### config.mk
export PLATFORM = sky130hd
export DESIGN_NAME = ber_sweep_ctrl
export DESIGN_NICKNAME = d
export VERILOG_FILES = /design/src/rtl/ber_pkg.sv /design/src/rtl/valid_strobe_gen.sv /design/src/rtl/ber_sweep_ctrl.sv
export SDC_FILE = /design/constraint.sdc
export NUM_CORES = 1
export LEC_CHECK = 0
export ABC_AREA = 1
export CAP_MARGIN = 20
export CORE_MARGIN = 1
export CORE_UTILIZATION = 60
export DETAILED_ROUTE_END_ITERATION = 10
export DONT_BUFFER_PORTS = 1
export GPL_TIMING_DRIVEN = 0
export MAX_ROUTING_LAYER = met4
export PLACE_DENSITY = 0.87
export RECOVER_POWER = 25
export SYNTH_ARGS = -nofsm -noshare
export SYNTH_HDL_FRONTEND = slang
export SYNTH_SLANG_ARGS = --single-unit
### constraint.sdc
create_clock -name clk -period 3.68 [get_ports clk]
set_input_delay 1.104 -clock clk [delete_from_list [all_inputs] [get_ports clk]]
set_output_delay 1.104 -clock clk [all_outputs]
set_load 0.01 [all_outputs]
### src/rtl/ber_pkg.sv
// ber_pkg: constants and FSM encoding for the BER phase sweep.
// Shared by the sweep controller and the strobe/PRBS blocks.
package ber_pkg;

  localparam int PRBS_LEN   = 1023;
  localparam int PHASE_BITS = 2;
  localparam int ERR_BITS   = 10;
  localparam int ERR_SAT    = (1 << ERR_BITS) - 1;

  typedef enum logic [2:0] {
    IDLE,
    SETTLE,
    ADAPT,
    MEASURE,
    EVAL,
    HOLD
  } state_t;

endpackage

### src/rtl/valid_strobe_gen.sv
// valid_strobe_gen: free-running divider, one-cycle strobe
// every VALID_DIV clocks on the last count.
module valid_strobe_gen #(
  parameter int VALID_DIV = 4
) (
  input  logic clk,
  input  logic rst,
  output logic valid
);

  localparam int CW = (VALID_DIV > 1) ? $clog2(VALID_DIV) : 1;

  logic [CW-1:0] cnt;
  logic          wrap;

  assign wrap  = cnt == CW'(VALID_DIV - 1);
  assign valid = wrap;

  always_ff @(posedge clk) begin
    if (rst) begin
      cnt <= '0;
    end else if (wrap) begin
      cnt <= '0;
    end else begin
      cnt <= cnt + 1'b1;
    end
  end

endmodule

### src/rtl/ber_sweep_ctrl.sv
// ber_sweep_ctrl: sweeps receiver phases, scores each by BER,
// parks on the best. Lock-wait timeout: BER_SWEEP_TIMEOUT_EN.
module ber_sweep_ctrl
  import ber_pkg::*;
#(
  parameter int N_PHASES   = 4,
  parameter int PHASE_W    = PHASE_BITS,
  parameter int VALID_DIV  = 4,
  parameter int SETTLE_CYC = 16,
  parameter int WIN_BITS   = PRBS_LEN,
  parameter int ERR_W      = ERR_BITS
`ifdef BER_SWEEP_TIMEOUT_EN
  ,
  parameter int TIMEOUT_CYC = 1048576
`endif
) (
  input  logic               clk,
  input  logic               rst,
  input  logic               i_start,
  input  logic               i_abort,
  input  logic               i_locked,
  input  logic               i_err,
  output logic               o_enable,
  output logic [PHASE_W-1:0] o_phase,
  output logic               o_valid,
  output logic               o_busy,
  output logic               o_done,
  output logic [PHASE_W-1:0] o_best_phase,
  output logic [ERR_W-1:0]   o_best_err,
  output logic               o_led
`ifdef BER_SWEEP_TIMEOUT_EN
  ,
  output logic               o_timeout
`endif
);

  localparam int SW = $clog2(SETTLE_CYC + 1);
  localparam int BW = $clog2(WIN_BITS + 1);

  state_t state, nxt;

  logic               valid;
  logic [PHASE_W-1:0] idx;
  logic [SW-1:0]      set_cnt;
  logic [BW-1:0]      bit_cnt;
  logic [ERR_W-1:0]   err_cnt;
  logic               last_ph;
  logic               settle_done;
  logic               win_done;
  logic               start_ok;
  logic               lock_to;

  valid_strobe_gen #(
    .VALID_DIV(VALID_DIV)
  ) u_strobe (
    .clk  (clk),
    .rst  (rst),
    .valid(valid)
  );

  assign o_valid     = valid;
  assign last_ph     = idx == PHASE_W'(N_PHASES - 1);
  assign settle_done = set_cnt == SW'(SETTLE_CYC - 1);
  assign win_done    = valid && (bit_cnt == BW'(WIN_BITS - 1));
  assign start_ok    = i_start && !i_abort &&
                       (state == IDLE || state == HOLD);

`ifdef BER_SWEEP_TIMEOUT_EN
  localparam int TW = $clog2(TIMEOUT_CYC + 1);

  logic [TW-1:0] to_cnt;

  assign lock_to = !i_locked &&
                   (to_cnt == TW'(TIMEOUT_CYC - 1));

  always_ff @(posedge clk) begin
    if (rst) begin
      to_cnt    <= '0;
      o_timeout <= 1'b0;
    end else begin
      to_cnt <= (state == ADAPT) ? to_cnt + 1'b1 : '0;
      if (start_ok) begin
        o_timeout <= 1'b0;
      end else if (state == ADAPT && lock_to && !i_abort) begin
        o_timeout <= 1'b1;
      end
    end
  end
`else
  assign lock_to = 1'b0;
`endif

  always_comb begin
    nxt      = state;
    o_enable = 1'b0;
    o_busy   = 1'b0;
    o_phase  = idx;
    o_led    = 1'b0;
    unique case (state)
      IDLE: begin
        o_phase = '0;
        if (i_start) nxt = SETTLE;
      end
      SETTLE: begin
        o_busy = 1'b1;
        if (settle_done) nxt = ADAPT;
      end
      ADAPT: begin
        o_busy   = 1'b1;
        o_enable = 1'b1;
        if (i_locked) nxt = MEASURE;
        else if (lock_to) nxt = EVAL;
      end
      MEASURE: begin
        o_busy   = 1'b1;
        o_enable = 1'b1;
        if (win_done) nxt = EVAL;
      end
      EVAL: begin
        o_busy   = 1'b1;
        o_enable = 1'b1;
        nxt      = last_ph ? HOLD : SETTLE;
      end
      HOLD: begin
        o_enable = 1'b1;
        o_phase  = o_best_phase;
        o_led    = o_best_err == '0;
        if (i_start) nxt = SETTLE;
      end
      default: nxt = IDLE;
    endcase
    if (i_abort) nxt = IDLE;
  end

  always_ff @(posedge clk) begin
    if (rst) begin
      state        <= IDLE;
      idx          <= '0;
      set_cnt      <= '0;
      bit_cnt      <= '0;
      err_cnt      <= '0;
      o_best_phase <= '0;
      o_best_err   <= '0;
      o_done       <= 1'b0;
    end else begin
      state   <= nxt;
      o_done  <= (state == EVAL) && (nxt == HOLD);
      set_cnt <= (state == SETTLE) ? set_cnt + 1'b1 : '0;
      if (start_ok) begin
        idx          <= '0;
        o_best_phase <= '0;
        o_best_err   <= '1;
      end
      // a timed-out lock wait scores the phase as worst case
      if (state == ADAPT) begin
        bit_cnt <= '0;
        err_cnt <= lock_to ? '1 : '0;
      end
      if (state == MEASURE && valid) begin
        bit_cnt <= bit_cnt + 1'b1;
        if (i_err && err_cnt != '1) err_cnt <= err_cnt + 1'b1;
      end
      if (state == EVAL && nxt != IDLE) begin
        if (idx == '0 || err_cnt < o_best_err) begin
          o_best_phase <= idx;
          o_best_err   <= err_cnt;
        end
        if (!last_ph) idx <= idx + 1'b1;
      end
    end
  end

endmodule

==> results of run 1 <==
-- worst max-delay path, cell delays in order (launching register included) --
cell and delay, ns:
dfxtp_1 0.45, nand3_1 0.20, inv_1 0.16, nand4_1 0.13, nor4_1 0.40
-- final timing paths --
path	to	slack, ns	startpoint
hold / removal	u_strobe.cnt[0]$_SDFF_PP0_	0.44	u_strobe.cnt[0]$_SDFF_PP0_
hold reg to reg	u_strobe.cnt[0]$_SDFF_PP0_	0.44	u_strobe.cnt[0]$_SDFF_PP0_
setup / recovery	o_led	0.94	state[0]$_SDFF_PP0_
setup reg to reg	err_cnt[0]$_SDFF_PP0_	1.61	state[1]$_SDFF_PP0_
-- logic make-up (layout without fill, tap and decap cells) --
group           Yosys count  after routing  synth area share [%]
compound gates           47             47                  11.0
fa+ha+maj                17             17                  8.70
buf+inv                  59             67                  9.10
flops                    45             45                  36.8
simple gates            184            184                  34.3
-- cell usage in the layout, fill, tap and decap left out, types with 4 or more instances in the layout --
master / instances
nand4_1: 5
dfxtp_1: 45
inv_1: 47
o21ai_0: 13
nor2_2: 4
clkbuf_8: 5
clkbuf_1: 9
nand3b_1: 4
a211oi_1: 5
nand2_1: 74
inv_2: 4
nand3_1: 31
a21oi_1: 19
nor3_1: 5
nor2_1: 48
ha_1: 17
-- through the flow --
stage	instances	area [um^2]	hold slack [ns]
after floorplan	352	2450	0.408
after global placement	400	2510	0.418
after detailed placement	400	2510	0.433
after CTS	408	2590	0.445
after global routing	408	2580	0.472
final	408	2580	0.437
-- metal layers --
layer,wire length (um),track usage (%),vias up,share of wire [%]
met5,0,-,-,0
met4,55,8.97,0,1.1
met3,211,7.59,6,4.2
met2,2450,44.9,45,49
met1,2310,30.7,1028,46
li1,-,-,1158,-
-- flip-flops by register name (all words and copies together), names as in the netlist --
register,cells
bit_cnt,10
set_cnt,5
state,3
err_cnt,10
o_done,1
u_strobe.cnt,2
o_best_err,10
idx,2
o_best_phase,2
-- cells in the mapped netlist (3+ instances only) --
cell	instances
clkbuf_1	6
a21oi_1	19
nand3_1	31
nor3_1	4
nor3_2	3
nand4_1	5
nor2_1	48
nand3b_1	4
nand2_1	74
o21ai_0	12
a211oi_1	5
dfxtp_1	45
ha_1	17
inv_2	4
nor2_2	4
inv_1	47
-- power groups by stage --
| stage | clock, mW | sequential (mW) | combinational [mW] |
|---|---|---|---|
| finish | 0.298 | 0.513 | 0.0598 |
| CTS | 0.300 | 0.513 | 0.0601 |
| floorplan | 0 | 0.522 | 0.0478 |
| global placement | 0 | 0.524 | 0.0580 |
| detailed placement | 0 | 0.525 | 0.0597 |
| global route | 0.324 | 0.515 | 0.0703 |
-- cell type report --
type,instances,area share (%)
buffer,7,1.02
clock buffer,7,2.95
multi-input combinational,248,51.0
tap,48,2.32
clock inverter,1,0.291
inverter,52,7.55
sequential,45,34.9
==> flow_summary_export.csv, run 1 <==
group,metric,value,unit
cells_and_area,multiInputGateArea,1320,um^2
synth,synth_area_leaders,"dfxtp_1 (37%), nand2_1 (11%), ha_1 (8.7%), nor2_1 (7.4%), inv_1 (7.2%)",
die,die-height,65.9,um
synth,synth_top_area_share,36.8,%
global_route,grt_pass1_vias,2079,
die,initial_core_util,64.9,%
sta,fin_skew,0.00512,ns
sta,final.setup.worst_slack,0.944,ns
synth,synth_flop_cell,"dfxtp_1",
placement,hpwl,3850,um
detailed_routing,firstDrtPassIters,4,
cells_and_area,register_area,901,um^2
power_and_ir_drop,p_sw_share,25.0,%
critical_path,critPathLaunchType,"flip-flop",
power_and_ir_drop,finalPower,871,uW
synth,postSynthAreaPerCell,6.95,um^2
detailed_routing,vias,2237,
global_route,grtUsageTotal,26.8,%
cells_and_area,drive_gt1_share,6.39,%
critical_path,path_class,"reg2out",
die,coreArea,3770,um^2
clock_tree,clockBufferDepth,2,
critical_path,arrival,1.63,ns
cells_and_area,diodes,0,
synth,synth_edf_count,0,
power_and_ir_drop,clkPwrFrac,34.3,%
clock_tree,clkLatencyLatePin,0.30,ns
clock_tree,clkSlewWorstSetupHoldPaths,0.08,ns
detailed_routing,drtAntennaViolNets,0,
global_route,grt_first_pass_wirelength,8740,um
cells_and_area,fin_util,68.5,%
job,max-cap-violations,0,
clock_tree,cts_resized,0,
global_route,grt_max_degree,14,
critical_path,critPathRequiredTime,2.58,ns
power_and_ir_drop,switchingPower,217,uW
detailed_routing,route.detailed.drc,0,
sta,post-route-min-period,2.74,ns
clock_tree,hold_buffers,0,
synth,synth_nets,375,
die,io_pins,25,
cells_and_area,fillers,315,
cells_and_area,final_nets,382,
hold_path,hp-class,"reg2reg",
critical_path,cp-end-kind,"output pin",
power_and_ir_drop,power_density,337,nW/um^2
synth,syn-cell-area,2450,um^2
power_and_ir_drop,leakagePower,1.05,nW
synth,ys_ff_latch,45,
clock_tree,clock-sinks,45,
global_route,grt-ovfl-total,0,
hold_path,holdPathStages,1,
sta,slew_headroom,43.6,%
detailed_routing,routed_wl,5030,um
die,die_w,65.9,um
cells_and_area,area_growth_syn_to_layout,5.63,%
clock_tree,cts-buffers-inserted,5,
die,dieArea,4340,um^2
sta,final.period_utilization,74.3,%
die,core.rowCount,22,
sta,fmax,366,MHz
outcome,status,"finished clean",
synth,synth.distinct_cells,34,
synth,async_flop_share,0,%
placement,routabilityCongestion,0.906,
detailed_routing,viasPerCell,5.48,
clock_tree,htreeDepth,2,
power_and_ir_drop,internal-power,654,uW
synth,yosysWarnings,0,
placement,pre_cts_slack,1.28,ns
synth,ys_seq_area_share,36.8,%
clock_tree,root_buffer,"clkbuf_8",
global_route,antenna_found_initial,0,
sta,maxSlewViolCount,0,
power_and_ir_drop,power_frac_seq,58.9,%
clock_tree,cts_tree,"done",
sta,tightest_slew,0.839,ns
placement,port_buffers,0,
critical_path,critPathMaxFanout,6,
clock_tree,cts_setup_buffers,0,
synth,yosysTopAreaCell,"dfxtp_1",
synth,synthesis.instances,352,
power_and_ir_drop,comb_power_share,6.9,%
sta,hold_viol,0,
sta,rsz0062_at_grt,"false",
sta,setup-tns-final,0,ns
detailed_routing,drtIter0Drc,185,
sta,finalSetupViolations,0,
critical_path,rr_worst_depth,6,
power_and_ir_drop,max-vdd-ir-drop,0.353,mV
detailed_routing,wl_per_cell,12.3,um
No activity file was read; power rests on OpenSTA's default activity.
==> inputs of run 2 (changes only) <==
CORE_UTILIZATION = 57   (was 60)
PLACE_DENSITY = 0.86   (was 0.87)
clock period = 2.2 ns   (was 3.68 ns; I/O delays follow)
==> run 2 against run 1 <==
Against the previous run: utilization fell by 2.9 points; clock skew grew 0.0044 ns; highest routed layer unchanged; non-clock buffer count did not move; largest cell class unchanged; first-iteration DRC count down 5.9%; wire length up 4.0%; count of clock-buffer cells in the layout is 2 lower.
==> flow_summary_export.csv, run 2 (same netlist as run 1, synthesis figures left out) <==
group,metric,value,unit
detailed_routing,route.detailed.drc,0,
sta,tightest_slew,0.519,ns
critical_path,critPathMaxFanout,5,
critical_path,critical_path.top_delay_family,"simple AND/OR/NAND/NOR gates",
die,die_w,67.5,um
critical_path,rr_worst_depth,11,
power_and_ir_drop,comb_power_share,6.1,%
power_and_ir_drop,switchingPower,383,uW
critical_path,slowest_stage,"dfxtp_1",
clock_tree,htreeDepth,2,
cells_and_area,final_cell_mix,"nand2_1 (74), nor2_1 (49), inv_1 (45)",
detailed_routing,firstDrtPassIters,4,
critical_path,r2r-end,"o_best_err[4]$_SDFF_PP0_",
die,dieArea,4560,um^2
critical_path,critPathLaunchType,"flip-flop",
sta,slew_headroom,65.2,%
power_and_ir_drop,power_frac_seq,50.4,%
critical_path,cpPeakStageDelay,0.38,ns
detailed_routing,drtAntennaViolNets,0,
placement,routabilityCongestion,0.898,
sta,fmax,467,MHz
sta,post-route-min-period,2.14,ns
sta,maxSlewViolCount,0,
power_and_ir_drop,clkPwrFrac,43.4,%
global_route,grt-ovfl-total,0,
sta,hold_viol,0,
critical_path,cp.buffers_inverters,2,
detailed_routing,wl_per_cell,12.8,um
cells_and_area,reg.largest.list,"bit_cnt (10), err_cnt (10), o_best_err (10)",
cells_and_area,area_growth_syn_to_layout,8.90,%
sta,fin_skew,0.00957,ns
job,max-cap-violations,0,
clock_tree,clock-sinks,45,
sta,final.period_utilization,97.2,%
global_route,grtUsageTotal,25.8,%
placement,hpwl,3830,um
clock_tree,clockBufferDepth,2,
die,die-height,67.5,um
clock_tree,root_buffer,"clkbuf_8",
global_route,grt_max_degree,15,
critical_path,critPathRequiredTime,1.54,ns
hold_path,min-delay-start,"i_abort",
clock_tree,cts_tree,"done",
sta,setup-tns-final,0,ns
hold_path,hp-class,"in2reg",
clock_tree,cts-buffers-inserted,5,
critical_path,arrival,1.48,ns
cells_and_area,final_common_cell,"nand2_1",
detailed_routing,vias,2227,
die,core.rowCount,23,
clock_tree,hold_buffers,0,
critical_path,path_cells,"inv_2, nand3_2, inv_2, nand4_1, nor4_4",
cells_and_area,fillers,338,
critical_path,cp-end-kind,"output pin",
critical_path,crit_path_frequent_cell,"inv_2",
power_and_ir_drop,p_sw_share,22.5,%
die,initial_core_util,60.3,%
detailed_routing,drtIter0Drc,174,
placement,port_buffers,0,
critical_path,path_class,"reg2out",
clock_tree,clkSlewWorstSetupHoldPaths,0.08,ns
outcome,status,"finished clean",
sta,holdWs,0.424,ns
cells_and_area,drive_gt1_share,9.17,%
global_route,antenna_found_initial,0,
die,coreArea,4060,um^2
power_and_ir_drop,max-vdd-ir-drop,0.529,mV
critical_path,reg2reg_from,"o_best_err[5]$_SDFF_PP0_",
clock_tree,cts_setup_buffers,0,
power_and_ir_drop,internal-power,1.32,mW
sta,finalSetupViolations,0,
clock_tree,clkLatencyLatePin,0.31,ns
global_route,grt_first_pass_wirelength,8510,um
die,io_pins,25,
hold_path,hold_end,"state[1]$_SDFF_PP0_",
global_route,grt_pass1_vias,1996,
detailed_routing,routed_wl,5230,um
detailed_routing,viasPerCell,5.43,
cells_and_area,diodes,0,
power_and_ir_drop,power_density,639,nW/um^2
cells_and_area,final_nets,382,
critical_path,reg2reg_setup_slack,0.25,ns
power_and_ir_drop,leakagePower,1.09,nW
hold_path,holdPathStages,1,
## run 2: cell count changes in the layout (fill, tap and decap cells not counted), sizes merged
cell	before	now
buf	0	1
bufinv	0	2
clkbuf	14	11
clkinv	1	2
clkinvlp	1	0
## run 2: metrics by stage
stage,utilization (%),worst slack [ns],area [um^2],total power [mW],cells
floorplan,-,0.440,2450,0.953,352
global placement,61.8,0.230,2510,0.973,402
detailed placement,61.8,0.200,2510,0.977,402
CTS,65.3,0.0220,2650,1.71,410
global route,65.6,-0.0549,2660,1.76,410
finish,65.6,0.0609,2660,1.70,410
## run 2: cell type report
cell class / count / area [um^2] / area share, %
Buffer: 7 / 28.8 / 1.08
Multi-Input combinational cell: 248 / 1340 / 50.3
Clock inverter: 3 / 65.1 / 2.44
Inverter: 52 / 195 / 7.33
Tap cell: 50 / 62.6 / 2.35
Sequential cell: 45 / 903 / 33.9
Clock buffer: 5 / 68.8 / 2.58
## run 2: routing by layer
layer  vias up  global-route usage [%]  routed length [um]
li1       1158                       -                   -
met1      1011                    29.6                2380
met2        54                    42.7                2530
met3         4                    7.09                 286
met4         0                    9.57                  35
met5         -                       -                   0
## run 2: how the worst max path moves through the flow
stage | start | to | slack (ns) | cells after the start
after CTS | state[1]$_SDFF_PP0_ | o_led | 0.02 | 5
after global routing | state[1]$_SDFF_PP0_ | o_led | -0.05 | 5
after global placement | state[0]$_SDFF_PP0_ | o_led | 0.23 | 4
after floorplan | state[0]$_SDFF_PP0_ | o_led | 0.44 | 4
final | state[1]$_SDFF_PP0_ | o_led | 0.06 | 5
after detailed placement | state[0]$_SDFF_PP0_ | o_led | 0.20 | 4
## run 2: timing repair
action,4_1_cts,5_1_grt
gates resized for setup,2,8
setup endpoints to repair,1,13
pin swaps,0,2
## run 2: power groups by stage
stage | clock [mW] | sequential [mW] | combinational [mW]
2_1_floorplan | 0 | 0.873 | 0.0800
3_3_place_gp | 0 | 0.876 | 0.0964
3_5_place_dp | 0 | 0.877 | 0.100
4_1_cts | 0.751 | 0.859 | 0.102
5_1_grt | 0.783 | 0.863 | 0.118
6_report | 0.740 | 0.859 | 0.104
==> inputs of run 3 (changes only) <==
CTS_CLUSTER_SIZE = 16   (was not set)
clock period = 1.7 ns   (was 2.2 ns; I/O delays follow)
==> run 3 against run 2 <==
Against the previous run: clock power increased by 33%; die area unchanged; global-route usage increased by 3.5 points; the run now ends with setup timing left; wire length increased by 39%; register-to-register slack got worse by 0.31 ns; setup slack got worse by 0.23 ns; utilization increased by 11 points; worst hold slack got worse by 0.18 ns; combinational power increased by 83%.
==> flow_summary_export.csv, run 3 (same netlist as run 1, synthesis figures left out) <==
group,metric,value,unit
power_and_ir_drop,power_density,732,nW/um^2
critical_path,cp.buffers_inverters,2,
cells_and_area,reg.largest.list,"bit_cnt (10), err_cnt (10), o_best_err (10)",
sta,rsz0062_at_grt,"true",
sta,holdWs,0.249,ns
power_and_ir_drop,leakagePower,1.23,nW
cells_and_area,final_cell_mix,"nand2_1 (69), nor2_1 (40), inv_1 (38)",
clock_tree,hold_buffers,0,
global_route,grt_first_pass_wirelength,9540,um
power_and_ir_drop,max-vdd-ir-drop,0.593,mV
placement,hpwl,3830,um
global_route,antenna_found_initial,0,
cells_and_area,final_common_cell,"nand2_1",
outcome,violations,"setup timing",
die,core.rowCount,23,
job,max-cap-violations,0,
clock_tree,htreeDepth,2,
cells_and_area,area_growth_syn_to_layout,27.8,%
die,dieArea,4560,um^2
sta,final.setup.worst_slack,-0.172,ns
cells_and_area,drive_gt1_share,27.8,%
clock_tree,root_buffer,"clkbuf_8",
clock_tree,cts-buffers-inserted,5,
global_route,grt-ovfl-total,0,
detailed_routing,drtIter0Drc,314,
detailed_routing,drtAntennaViolNets,0,
placement,pre_cts_slack,-0.297,ns
detailed_routing,firstDrtPassIters,9,
critical_path,critPathLaunchType,"flip-flop",
die,die-height,67.5,um
critical_path,cp-end-kind,"output pin",
cells_and_area,fillers,255,
placement,port_buffers,0,
sta,finalSetupViolations,12,
global_route,grt_max_degree,15,
critical_path,critPathRequiredTime,1.19,ns
detailed_routing,wl_per_cell,17.0,um
critical_path,slowest_stage,"dfxtp_4",
sta,fin_skew,0.00719,ns
global_route,grt_pass1_vias,2196,
detailed_routing,routed_wl,7260,um
placement,routabilityCongestion,0.898,
placement,placedCellCount,402,
critical_path,path_cells,"inv_4, nand3_4, inv_2, nand4_1, nor4_4",
sta,tightest_slew,0.545,ns
sta,slew_headroom,63.3,%
global_route,grtUsageTotal,29.3,%
die,die_w,67.5,um
outcome,status,"finished with violations",
clock_tree,clkLatencyLatePin,0.31,ns
sta,fmax,534,MHz
clock_tree,clkSlewWorstSetupHoldPaths,0.09,ns
clock_tree,clock-sinks,45,
cells_and_area,final_nets,400,
die,coreArea,4060,um^2
sta,hold_viol,0,
sta,post-route-min-period,1.87,ns
sta,setup-tns-final,-0.463,ns
critical_path,arrival,1.36,ns
die,initial_core_util,60.3,%
critical_path,critical_path.top_delay_family,"simple AND/OR/NAND/NOR gates",
cells_and_area,diodes,0,
detailed_routing,route.detailed.drc,0,
sta,final.period_utilization,110,%
detailed_routing,viasPerCell,6.07,
critical_path,path_class,"reg2out",
detailed_routing,vias,2597,
clock_tree,cts_tree,"done",
cells_and_area,fin_cells,428,
sta,maxSlewViolCount,0,
die,io_pins,25,
critical_path,cpPeakStageDelay,0.37,ns
critical_path,critPathMaxFanout,3,
hold_path,hp-class,"in2reg",
clock_tree,clockBufferDepth,2,
==> run 3: cell count changes in the layout (fill, tap and decap cells not counted), sizes merged <==
cell and change:
clkbuf -1, buf +19
==> run 3: timing repair <==
action / in CTS / in global routing
setup buffers: 9 / 8
pin swaps: 11 / 25
gates resized for setup: 45 / 54
endpoints found under the setup margin: 25 / 25
cloned: 1 / 0
==> run 3: final timing paths <==
path              cells after the start  slack, ns                  startpoint                    endpoint
hold reg to reg                       1       0.45  u_strobe.cnt[0]$_SDFF_PP0_  u_strobe.cnt[0]$_SDFF_PP0_
setup / recovery                      5      -0.17         state[1]$_SDFF_PP0_                       o_led
hold / removal                        1       0.25                     i_abort         state[1]$_SDFF_PP0_
setup reg to reg                     11      -0.06    o_best_err[6]$_SDFF_PP0_    o_best_err[8]$_SDFF_PP0_
==> run 3: final cells by class <==
| cell class | instances | area [um^2] | area share, % |
|---|---|---|---|
| clock buffer | 5 | 68.8 | 2.20 |
| clock inverter | 3 | 65.1 | 2.08 |
| buffer | 7 | 41.3 | 1.32 |
| inverter | 52 | 200 | 6.40 |
| tap | 50 | 62.6 | 2.00 |
| timing repair buffer | 18 | 139 | 4.44 |
| sequential | 45 | 953 | 30.5 |
| multi-input combinational | 248 | 1600 | 51.1 |
==> run 3: power breakdown <==
| group | internal [mW] | total, mW | switching, mW |
|---|---|---|---|
| clock network | 0.584 | 0.986 | 0.402 |
| registers | 1.07 | 1.11 | 0.0389 |
| logic | 0.0709 | 0.190 | 0.119 |
| total | 1.73 | 2.29 | 0.560 |
==> run 3: stage by stage <==
| stage | utilization, % | area, um^2 | power [mW] |
|---|---|---|---|
| 2_1_floorplan | - | 2450 | 1.23 |
| 3_3_place_gp | 61.8 | 2510 | 1.26 |
| 3_5_place_dp | 61.8 | 2510 | 1.26 |
| 4_1_cts | 70.3 | 2850 | 2.23 |
| 5_1_grt | 77.1 | 3130 | 2.36 |
| 6_report | 77.1 | 3130 | 2.29 |
==> run 3: metal layers <==
metal | track usage [%] | vias to the layer above | part of all wire (%)
met5 | - | - | 0
met4 | 14.4 | 0 | 4.8
met3 | 7.09 | 41 | 6.9
met2 | 47.9 | 155 | 50
met1 | 33.2 | 1206 | 38
li1 | - | 1195 | -
==> variant, RTL diff (config.mk and constraints of run 2) <==
`ERR_BITS`: 10 -> 11.
--- a/src/rtl/ber_pkg.sv
+++ b/src/rtl/ber_pkg.sv
@@ -6,3 +6,3 @@
   localparam int PHASE_BITS = 2;
-  localparam int ERR_BITS   = 10;
+  localparam int ERR_BITS   = 11;
   localparam int ERR_SAT    = (1 << ERR_BITS) - 1;
Interface: changed (resized o_best_err); port bits go from 25 to 26. The function was not compared with the original's and may differ.
==> variant against run 2 <==
Synthesized area up 14%. Wire length up 19%. Power down 4.2%. Cell count up 19%. Worst setup slack better by 0.067 ns. Count of clock-buffer cells in the layout unchanged. Fmax up 3.3%. Design area up 13%. Sequential cell count up 2. Global-route usage up 0.92 points. Clock skew up 0.0059 ns. Non-clock buffer count up 5. Die area up 14%. Critical endpoint is now o_phase[1]. Largest cell class unchanged. Largest power group unchanged. Highest routed layer unchanged.
==> variant: results (changes against run 2) <==
synthesis:
  ys_seq_area_share_pct: 33.8  # -3.1 points
  synthTopCellsByArea: "dfxtp_1 34%, nand2_1 15%, ha_1 8.1%"
  synthDistinctLibCells: 35  # +2.9%
  syn_nets: 437  # +17%
setup_path:
  path_delay_family: "flip-flops"
  worst_r2r_endpoint: "o_best_err[9]$_SDFF_PP0_"
  critPathMaxStageDelay_ns: 0.48  # +0.10 ns
  cp.arrival_ns: 1.41  # -0.07 ns
  r2r_setup_slack_ns: 0.19  # -0.06 ns
  r2r_cells: 14  # +3
  timing.rr.start: "o_best_err[6]$_SDFF_PP0_"
  crit_fanout: 6  # +1
route:
  wl_met3_um: 346  # +21%
  wl_met2_um: 3040  # +20%
  wl_per_cell_um: 12.8  # about the same
  first_pass_iters: 5  # +1
  viasPerCell: 5.61  # +3.2%
  wl_met1_um: 2770  # +16%
  drtIter0Drc: 188  # +8.0%
layout:
  buffers: 12  # +5
  nonClkBufAreaFrac_pct: 2.66  # +1.6 points
  n_all_inverters: 54  # +3.8%
  final_nets: 445  # +16%
  num-multi-input-gates: 301  # +21%
  seq_area_um2: 943  # +4.4%
  drive_gt1_share_pct: 9.00  # -0.16 points
  final-clk-cell-share_pct: 3.20  # -1.8 points
  reg.largest.list: "err_cnt: 11 flops, o_best_err: 11 flops, bit_cnt: 10 flops"
place:
  place_congestion: 0.863  # -3.9%
  post-place-ws_ns: 0.122  # -0.0786 ns
  dp_hpwl_um: 4660  # +22%
min_path:
  min_to: "set_cnt[0]$_SDFF_PP0_"
  hp-start: "set_cnt[0]$_SDFF_PP0_"
  hold_class: "flop to flop"
run_status:
  status: "finished clean"
timing:
  tightest_slew_ns: 0.575  # +0.0560 ns
  finClkSkew_ns: 0.0155  # +0.00590 ns
  whs_ns: 0.423  # -0.000893 ns
pwr:
  vdd_drop_max_uv: 418  # -21%
  total_leakage_power_nw: 1.36  # +25%
  combinationalPower_mw: 0.166  # +60%
  seqPwrFrac_pct: 54.7  # +4.3 points
  p_int_mw: 1.16  # -12%
global_routing:
  grt_use_total_pct: 26.8  # +0.92 points
  grtUsageMet3_pct: 5.28  # -1.8 points
  met2_usage_pct: 47.2  # +4.5 points
  grt_max_degree: 18  # +3
  grt_pass1_wl_um: 10600  # +25%
  grt_pass1_vias: 2512  # +26%
floorplanning:
  core_um2: 4720  # +16%
clocking:
  clock-sinks: 47  # +4.4%
  clk_pin_slew_ns: 0.10  # +0.02 ns
  cts_resized: 3  # +1
==> variant: cell types whose count changed in the layout (fill, tap and decap cells not counted), moves of 3 or more <==
| cell | run 2 | this run |
|---|---|---|
| nand3_2 | 2 | 5 |
| buf_6 | 0 | 3 |
| nand3b_1 | 4 | 1 |
| a21oi_1 | 19 | 36 |
| nand4_1 | 5 | 10 |
| nand3_1 | 30 | 41 |
| nor2_1 | 49 | 31 |
| inv_1 | 45 | 49 |
| o21ai_1 | 3 | 0 |
| nand2_1 | 74 | 114 |
| nor2_2 | 3 | 0 |
==> variant: cell families after synthesis <==
kind of cell	share of synthesized area, %
and+or+nand+nor	35.8
buffers and inverters	9.74
AOI/OAI and AO/OA	12.3
DFF	33.8
adders and majority gates	8.08
xor gates and xnor gates	0.314
==> variant: worst max-delay path by stage <==
stage | from | endpoint | slack, ns | depth (start not counted)
after floorplan | o_best_err[6]$_SDFF_PP0_ | o_best_err[9]$_SDFF_PP0_ | 0.41 | 12
after global placement | o_best_err[6]$_SDFF_PP0_ | o_best_err[6]$_SDFF_PP0_ | 0.16 | 12
after detailed placement | o_best_err[6]$_SDFF_PP0_ | o_best_err[9]$_SDFF_PP0_ | 0.12 | 14
after CTS | o_best_err[6]$_SDFF_PP0_ | o_best_err[9]$_SDFF_PP0_ | 0.1 | 14
after global routing | o_best_err[9]$_SDFF_PP0_ | o_best_err[9]$_SDFF_PP0_ | 0.002 | 14
final | state[2]$_SDFF_PP0_ | o_phase[1] | 0.13 | 4
==> variant: metrics by stage <==
step	std cells	util [%]	power, mW	cell area [µm²]
global route	489	63.8	1.70	3010
global placement	480	60.8	1.06	2870
CTS	488	63.3	1.64	2990
floorplan	413	-	1.03	2790
finish	489	63.8	1.63	3010
detailed placement	480	60.8	1.06	2870
